$ cat src/rtl/pwm_capture_hl.sv
// rtl/pwm_capture_hl.sv - centre-aligned complementary PWM decoder with period and shoot-through checks
module pwm_capture_hl #(
    parameter int k   = 14,
    parameter int tol = 4
) (
    input  logic        clk,
    input  logic        rst,
    input  logic        h_in,
    input  logic        l_in,
    input  logic        fault_clr,
    output logic [15:0] val_out,
    output logic        val_valid,
    output logic        period_err,
    output logic        fault
);

    localparam int             W       = k + 2;
    localparam logic [W-1:0]   NOM     = W'(1) << (k + 1);
    localparam logic [W-1:0]   PMIN    = NOM - W'(tol);
    localparam logic [W-1:0]   PMAX    = NOM + W'(tol);
    localparam logic [k-1:0]   HALF    = k'(1) << (k - 1);
    localparam logic [k-1:0]   S_MAX   = {1'b0, {(k - 1){1'b1}}};
    localparam logic [15:0]    MAX_POS = 16'(S_MAX) << (16 - k);
    localparam logic [15:0]    MAX_NEG = 16'h8000;

    typedef enum logic {ACQ, RUN} state_t;

    logic         h_meta_q, h_s_q, h_s_dly_q;
    logic         l_meta_q, l_s_q;
    logic [W-1:0] p_q, p_d;
    logic [W-1:0] hcnt_q, hcnt_d;
    state_t       state_q;
    logic [15:0]  val_out_q;
    logic         val_valid_q, period_err_q, fault_q;

    logic         rise, timeout, in_tol;
    logic [k-1:0] s_k;
    logic [15:0]  meas_val;

    assign rise    = h_s_q & ~h_s_dly_q;
    // A rise on the threshold cycle is a real edge, so it suppresses the timeout.
    assign timeout = ~rise & (p_q >= PMAX);
    assign in_tol  = (p_q >= PMIN) && (p_q <= PMAX);

    // Two-flop synchronizers for both inputs plus the edge-detect delay on h.
    always_ff @(posedge clk or negedge rst) begin
        if (!rst) begin
            h_meta_q  <= 1'b0;
            h_s_q     <= 1'b0;
            h_s_dly_q <= 1'b0;
            l_meta_q  <= 1'b0;
            l_s_q     <= 1'b0;
        end else begin
            h_meta_q  <= h_in;
            h_s_q     <= h_meta_q;
            h_s_dly_q <= h_s_q;
            l_meta_q  <= l_in;
            l_s_q     <= l_meta_q;
        end
    end

    // Period and high-time counters; the rise (or timeout) cycle itself is counted.
    always_comb begin
        p_d    = p_q;
        hcnt_d = hcnt_q;
        if (rise || timeout) begin
            p_d    = W'(1);
            hcnt_d = W'(h_s_q);
        end else begin
            if (p_q != '1) begin
                p_d = p_q + W'(1);
            end
            if (h_s_q && (hcnt_q != '1)) begin
                hcnt_d = hcnt_q + W'(1);
            end
        end
    end

    // Counter registers.
    always_ff @(posedge clk or negedge rst) begin
        if (!rst) begin
            p_q    <= '0;
            hcnt_q <= '0;
        end else begin
            p_q    <= p_d;
            hcnt_q <= hcnt_d;
        end
    end

    // High time to signed command: v = H/2 centred on 2^(k-1), clipped at full duty.
    always_comb begin
        if (hcnt_q >= NOM) begin
            s_k = S_MAX;
        end else begin
            s_k = hcnt_q[k:1] - HALF;
        end
        meas_val = 16'(s_k) << (16 - k);
    end

    // Acquisition FSM with registered value and strobes.
    always_ff @(posedge clk or negedge rst) begin
        if (!rst) begin
            state_q      <= ACQ;
            val_out_q    <= '0;
            val_valid_q  <= 1'b0;
            period_err_q <= 1'b0;
        end else begin
            val_valid_q  <= 1'b0;
            period_err_q <= 1'b0;
            if (rise) begin
                case (state_q)
                    ACQ: state_q <= RUN;
                    RUN: begin
                        if (in_tol) begin
                            val_out_q   <= meas_val;
                            val_valid_q <= 1'b1;
                        end else begin
                            period_err_q <= 1'b1;
                        end
                    end
                    default: state_q <= ACQ;
                endcase
            end else if (timeout) begin
                val_out_q   <= h_s_q ? MAX_POS : MAX_NEG;
                val_valid_q <= 1'b1;
                state_q     <= ACQ;
            end
        end
    end

    // Sticky shoot-through flag; an overlap in the same cycle beats a clear.
    always_ff @(posedge clk or negedge rst) begin
        if (!rst) begin
            fault_q <= 1'b0;
        end else if (h_s_q && l_s_q) begin
            fault_q <= 1'b1;
        end else if (fault_clr) begin
            fault_q <= 1'b0;
        end
    end

    assign val_out    = val_out_q;
    assign val_valid  = val_valid_q;
    assign period_err = period_err_q;
    assign fault      = fault_q;

endmodule
$ cat config.mk
export PLATFORM = sky130hd
export DESIGN_NAME = pwm_capture_hl
export DESIGN_NICKNAME = d
export VERILOG_FILES = /design/src/rtl/pwm_capture_hl.sv
export SDC_FILE = /design/constraint.sdc
export NUM_CORES = 1
export LEC_CHECK = 0
export ABC_CLOCK_PERIOD_IN_PS = 1800
export CAP_MARGIN = 20
export CORE_MARGIN = 3
export CORE_UTILIZATION = 45
export DETAILED_ROUTE_END_ITERATION = 10
export GPL_TIMING_DRIVEN = 0
export PLACE_DENSITY = 0.67
export SYNTH_ARGS = -nofsm -noshare
export SYNTH_HDL_FRONTEND = slang
export SYNTH_SLANG_ARGS = --single-unit
$ cat constraint.sdc
create_clock -name clk -period 1.8 [get_ports clk]
set_input_delay 0.54 -clock clk [delete_from_list [all_inputs] [get_ports clk]]
set_output_delay 0.54 -clock clk [all_outputs]
set_load 0.03 [all_outputs]
==> results of run 1 <==
==> synthesized netlist by cell type, types with 2 or more instances <==
cell / n
dfrtp_1: 55
nor2_1: 41
nand2_1: 15
nand3_1: 15
nor4_1: 14
nor3_1: 11
xnor2_1: 11
inv_1: 10
o2bb2ai_2: 10
nand4_1: 9
a21oi_1: 8
clkbuf_1: 6
o21ai_0: 5
and4_1: 4
ha_1: 4
o21ai_1: 4
or3_1: 4
a211oi_1: 3
and3_1: 3
o2bb2ai_1: 3
xor2_1: 3
a311oi_1: 2
buf_2: 2
buf_4: 2
buf_6: 2
nor4_2: 2
o211a_1: 2
==> metal layers <==
layer,wire length (um),GRT usage,share of wire,vias to the layer above
li1,-,-,-,1111
met1,2980,0.260,0.43,1188
met2,3450,0.342,0.50,94
met3,366,0.0363,0.053,11
met4,139,0.0691,0.020,0
met5,0,0,0,-
==> cell usage in the layout, fill, tap and decap left out, types with 5 or more instances in the layout <==
| cell type | netlist | final |
|---|---|---|
| buf_6 | 2 | 7 |
| nor3_1 | 11 | 7 |
| dfrtp_1 | 55 | 42 |
| nand3_1 | 15 | 14 |
| dlygate4sd2_1 | 0 | 17 |
| dfrtp_2 | 0 | 13 |
| nand4_1 | 9 | 9 |
| inv_1 | 10 | 10 |
| o2bb2ai_2 | 10 | 8 |
| nor4_1 | 14 | 10 |
| clkbuf_8 | 0 | 5 |
| nor2_1 | 41 | 40 |
| a21oi_1 | 8 | 8 |
| buf_4 | 2 | 30 |
| xnor2_1 | 11 | 11 |
| o21ai_1 | 4 | 5 |
| nand2_1 | 15 | 14 |
==> stage by stage <==
stage | hold WS, ns | util | setup slack, ns | power [W]
final | 0.211 | 0.624 | -0.166 | 0.00300
after global routing | 0.253 | 0.624 | -0.250 | 0.00315
after CTS | 0.236 | 0.597 | -0.137 | 0.00294
after detailed placement | 0.338 | 0.521 | -0.263 | 0.00199
after global placement | 0.334 | 0.518 | -1.47 | 0.00197
after floorplan | 0.244 | - | 0.00331 | 0.00178
==> critical path, cell delays in order (launching register included) <==
cell and delay [ns]:
dfrtp_2 0.47, nor4_4 0.35, buf_4 0.17, buf_4 0.09
a41o_2 0.25, nand2_4 0.11, o211ai_4 0.18, buf_8 0.18
o2bb2ai_2 0.06
==> power breakdown <==
| part | internal, W | leakage, nW | switching [W] |
|---|---|---|---|
| Clock | 0.000421 | 0.0558 | 0.000421 |
| Combinational | 0.000319 | 0.876 | 0.000411 |
| Sequential | 0.00134 | 0.705 | 0.0000942 |
==> worst max-delay path by stage <==
stage / startpoint / endpoint / slack, ns / cells after the start
after floorplan: p_q[11]$_DFFE_PN0P_ / val_out[14]$_DFFE_PN0P_ / 0.003 / 7
after global placement: rst / val_out[8]$_DFFE_PN0P_ / -1.47 / 1
after detailed placement: hcnt_q[6]$_DFFE_PN0P_ / hcnt_q[12]$_DFFE_PN0P_ / -0.26 / 5
after CTS: p_q[12]$_DFFE_PN0P_ / val_out[15]$_DFFE_PN0P_ / -0.14 / 7
after global routing: p_q[9]$_DFFE_PN0P_ / val_out[15]$_DFFE_PN0P_ / -0.25 / 8
final: p_q[9]$_DFFE_PN0P_ / val_out[9]$_DFFE_PN0P_ / -0.17 / 8
==> what timing repair did <==
action,4_1_cts,5_1_grt
buffers inserted,25,8
setup endpoints to repair,63,45
pin swaps,20,3
gates resized for setup,52,30
cloned,3,0
==> kinds of logic (layout without fill, tap and decap cells) <==
kind of cell,count (synthesis),in the layout
simple gates,128,128
flops,55,55
compound gates,46,46
buf+inv,23,87
xor+xnor,14,14
fa+ha+maj,4,4
other cells,1,2
==> final cells by class <==
class	instances	area, um2	area share
multi-input combinational	194	1450	0.389
tap	75	93.8	0.0252
sequential	55	1390	0.375
timing repair buffer	58	534	0.144
clock buffer	6	72.6	0.0195
buffer	10	98.8	0.0266
clock inverter	2	38.8	0.0104
inverter	11	41.3	0.0111
==> flow_summary.yaml, run 1 <==
timing:
  fmax_ghz: 0.509
  finalWorstSetupSlack_ns: -0.166
  finalSetupViolations: 43
  fin_setup_tns_ns: -4.94
  finalCritPeriodShare: 1.09
  drv_slew: 0
  skew_ns: 0.0136
  grt_setup_unrepaired: "true"
  tightest_slew_ns: 0.597
  hold_violations: 0
  slew_headroom: 0.602
  min_period_ns: 1.97
floorplan:
  ios: 24
  die_y_um: 84.6
  core_um2: 5960
  die_width_um: 84.6
  start_util: 0.467
  die_area_um2: 7160
  rows: 28
clock_network:
  cts.sinks: 55
  postCtsHoldBufs: 0
  htreeDepth: 2
  clkLatencyLatePin_ns: 0.32
  path_clk_slew_ns: 0.10
  cts_tree: "built"
  cts_buffers: 5
  clk_path_buf_depth: 2
  cts_root_buffer: "clkbuf_8"
detailed_routing:
  wl_per_cell_um: 16.9
  routed_wl_mm: 6.93
  drc: 0
  dr.pass1.iters: 5
  via_per_inst: 5.85
  detail-route-antenna-nets: 0
  vias: 2404
  drt_iter0_markers: 161
critical_path:
  reg2reg_to: "val_out[9]$_DFFE_PN0P_"
  crit_required_ns: 2.01
  r2r_start: "p_q[9]$_DFFE_PN0P_"
  endpoint_kind: "register"
  crit_type: "register to register"
  ff2ff_setup_slack_ns: -0.17
  rr_worst_depth: 8
  worstPathMaxFanout: 6
  arrival_ns: 2.17
  start_kind: "register"
logic_synthesis:
  ys.flop_type: "dfrtp_1"
  synth-simple-area-share: 0.244
  synthArstFlopShare: 1.00
  postSynthCellCount: 271
  ys_ff_latch: 55
  yosysSeqAreaShare: 0.495
  synth_edf_count: 0
  synthMuxAreaShare: 0
  yosys.area_share.adder: 0.0180
  synth.avg_cell_area_um2: 10.3
  synth_xor_area_frac: 0.0441
  syn_area_um2: 2780
  yosys.area.top_type: "dfrtp_1"
  synth_area_leaders: "dfrtp_1 (50%), nor2_1 (5.5%), o2bb2ai_2 (5.4%)"
  ys_types: 48
  synth_top_area_share: 0.495
  synth_top_family_by_area: "simple AND/OR/NAND/NOR gates"
  synth_warnings: 0
  synth-compound-area-share: 0.158
place:
  dp_hpwl_mm: 4.31
  placed_cells: 369
  dpl_cell_area_um2: 3100
  numPortBuffers: 21
  gp_congestion: 0.967
cells_and_area:
  finalNonFillerCells: 411
  nNetsFinal: 344
  final_area_um2: 3720
  drive_above_1_share: 0.310
  synthToLayoutAreaGrowth_pct: 33.7
  nFillCells: 486
  antenna_cells: 0
global_routing:
  grt_max_degree: 31
  overflow: 0
  antenna_found_initial: 0
  grt.total_usage: 0.202
  grt_pass1_wl_mm: 11.7
  grt_pass1_vias: 2437
pwr:
  power.density_nw_per_um2: 808
  ir_drop_v: 0.000507
  leakage_nw: 1.64
min_path:
  hold_path.class: "input pin to asynchronous set/reset pin"
outcome:
  violations: "setup timing"
  status: "finished with violations"
job:
  max_cap_violations: 0
Note: power is estimated with default switching activity, not from simulation.
==> inputs of run 2 (changes only) <==
--- a/config.mk
+++ b/config.mk
@@ -9,6 +9,7 @@
 export CAP_MARGIN = 20
 export CORE_MARGIN = 3
 export CORE_UTILIZATION = 45
+export CTS_BUF_LIST = sky130_fd_sc_hd__clkbuf_16
 export DETAILED_ROUTE_END_ITERATION = 10
 export GPL_TIMING_DRIVEN = 0
 export PLACE_DENSITY = 0.67
==> flow_summary.yaml, run 2 (same netlist as run 1, synthesis figures left out) <==
detailed_routing:
  vias: 2518
  drt_iter0_markers: 148
  detail-route-antenna-nets: 0
  drc: 0
  via_per_inst: 6.05
  dr.pass1.iters: 5
  wl_per_cell_um: 19.2
  routed_wl_mm: 8.00
place:
  gp_congestion: 0.967
  placed_cells: 369
  dp_hpwl_mm: 4.31
  numPortBuffers: 21
global_routing:
  grt_max_degree: 31
  antenna_found_initial: 0
  overflow: 0
  grt_pass1_wl_mm: 11.6
  grt_pass1_vias: 2399
  grt.total_usage: 0.201
timing:
  finalWorstSetupSlack_ns: -0.211
  slew_headroom: 0.595
  finalSetupViolations: 37
  grt_setup_unrepaired: "true"
  drv_slew: 0
  hold_violations: 0
  tightest_slew_ns: 0.608
  skew_ns: 0.0101
  min_period_ns: 2.01
  finalCritPeriodShare: 1.12
  fmax_ghz: 0.497
critical_path:
  crit_required_ns: 1.99
  endpoint_kind: "register"
  critPathLaunch: "p_q[9]$_DFFE_PN0P_"
  crit_type: "register to register"
  ff2ff_setup_slack_ns: -0.21
  reg2reg_to: "val_out[13]$_DFFE_PN0P_"
  endpoint: "val_out[13]$_DFFE_PN0P_"
  r2r_start: "p_q[9]$_DFFE_PN0P_"
  start_kind: "register"
  worstPathMaxFanout: 6
  rr_worst_depth: 7
  arrival_ns: 2.20
cells_and_area:
  layout_commonest_cell: "dfrtp_1"
  antenna_cells: 0
  nNetsFinal: 349
  finalNonFillerCells: 416
  synthToLayoutAreaGrowth_pct: 43.9
  regArea_um2: 1390
  nFillCells: 443
  drive_above_1_share: 0.390
  final_util: 0.672
  final_cell_mix: "dfrtp_1 (42), buf_4 (32), nor2_1 (29)"
  multi_input_area_um2: 1600
floorplan:
  die_area_um2: 7160
  core_um2: 5960
  ios: 24
  die_width_um: 84.6
  start_util: 0.467
  rows: 28
  die_y_um: 84.6
clock_network:
  cts_tree: "built"
  cts_root_buffer: "clkbuf_16"
  clk_path_buf_depth: 2
  htreeDepth: 2
  path_clk_slew_ns: 0.07
  cts_buffers: 5
  clkLatencyLatePin_ns: 0.30
  cts.sinks: 55
  postCtsHoldBufs: 0
pwr:
  leakage_nw: 1.71
  ir_drop_v: 0.000558
  power.density_nw_per_um2: 834
min_path:
  hold_path.class: "input pin to asynchronous set/reset pin"
outcome:
  violations: "setup timing"
  status: "finished with violations"
job:
  max_cap_violations: 0
## run 2: changes by cell type in the layout (fill, tap and decap cells not counted), moves of 5 or more
cell,previous run,this run
clkbuf_16,1,7
clkbuf_8,5,0
nor2_4,0,7
nor2_1,40,29
## run 2: where the power goes
group          internal [W]  switching, W  leakage, nW
clock network      0.000658      0.000455       0.0856
registers           0.00134     0.0000993        0.705
logic              0.000334      0.000457        0.922
total               0.00233       0.00101         1.71
## run 2: layout make-up
cell class,count,share of cell area
Inverter,11,0.0103
Buffer,10,0.0281
Clock inverter,3,0.0106
Sequential cell,55,0.348
Tap cell,75,0.0235
Timing Repair Buffer,63,0.149
Clock buffer,5,0.0313
Multi-Input combinational cell,194,0.399
## run 2: critical path: stages (launching register included)
cell,delay (ns)
dfrtp_2,0.46
nor4_4,0.36
nand3_2,0.17
o31ai_4,0.34
buf_4,0.17
o21ai_4,0.10
clkbuf_16,0.19
o2bb2ai_2,0.11
## run 2: metrics by stage
| stage | power (W) | instance area, um2 | worst slack (ns) | TNS (ns) | hold WS (ns) |
|---|---|---|---|---|---|
| 3_3_place_gp | 0.00197 | 3090 | -1.47 | -86.90 | 0.334 |
| 3_5_place_dp | 0.00199 | 3100 | -0.263 | -7.09 | 0.338 |
| 5_1_grt | 0.00348 | 4000 | -0.280 | -5.83 | 0.289 |
| 4_1_cts | 0.00320 | 3620 | -0.136 | -1.63 | 0.268 |
| 2_1_floorplan | 0.00178 | 2780 | 0.00331 | 0 | 0.244 |
| 6_report | 0.00334 | 4000 | -0.211 | -3.43 | 0.244 |
## run 2: metal layers
layer	routed length, um	track usage
met5	0	0
met4	253	0.0691
met3	450	0.0383
met2	3970	0.338
met1	3330	0.260
## run 2: how the worst min path moves through the flow
stage / slack, ns / endpoint / from / depth (start not counted)
5_1_grt: 0.29 / p_q[2]$_DFFE_PN0P_ / rst / 1
3_5_place_dp: 0.34 / l_s_q$_DFF_PN0_ / l_meta_q$_DFF_PN0_ / 0
4_1_cts: 0.27 / p_q[2]$_DFFE_PN0P_ / rst / 1
3_3_place_gp: 0.33 / h_s_q$_DFF_PN0_ / h_meta_q$_DFF_PN0_ / 0
6_report: 0.24 / p_q[2]$_DFFE_PN0P_ / rst / 1
2_1_floorplan: 0.24 / fault$_DFFE_PN0P_ / rst / 0
## run 2: timing repair
action	in CTS	in global routing
cloned	3	1
setup endpoints to repair	63	45
pin swaps	20	10
buffers inserted	26	13
gates resized for setup	53	70
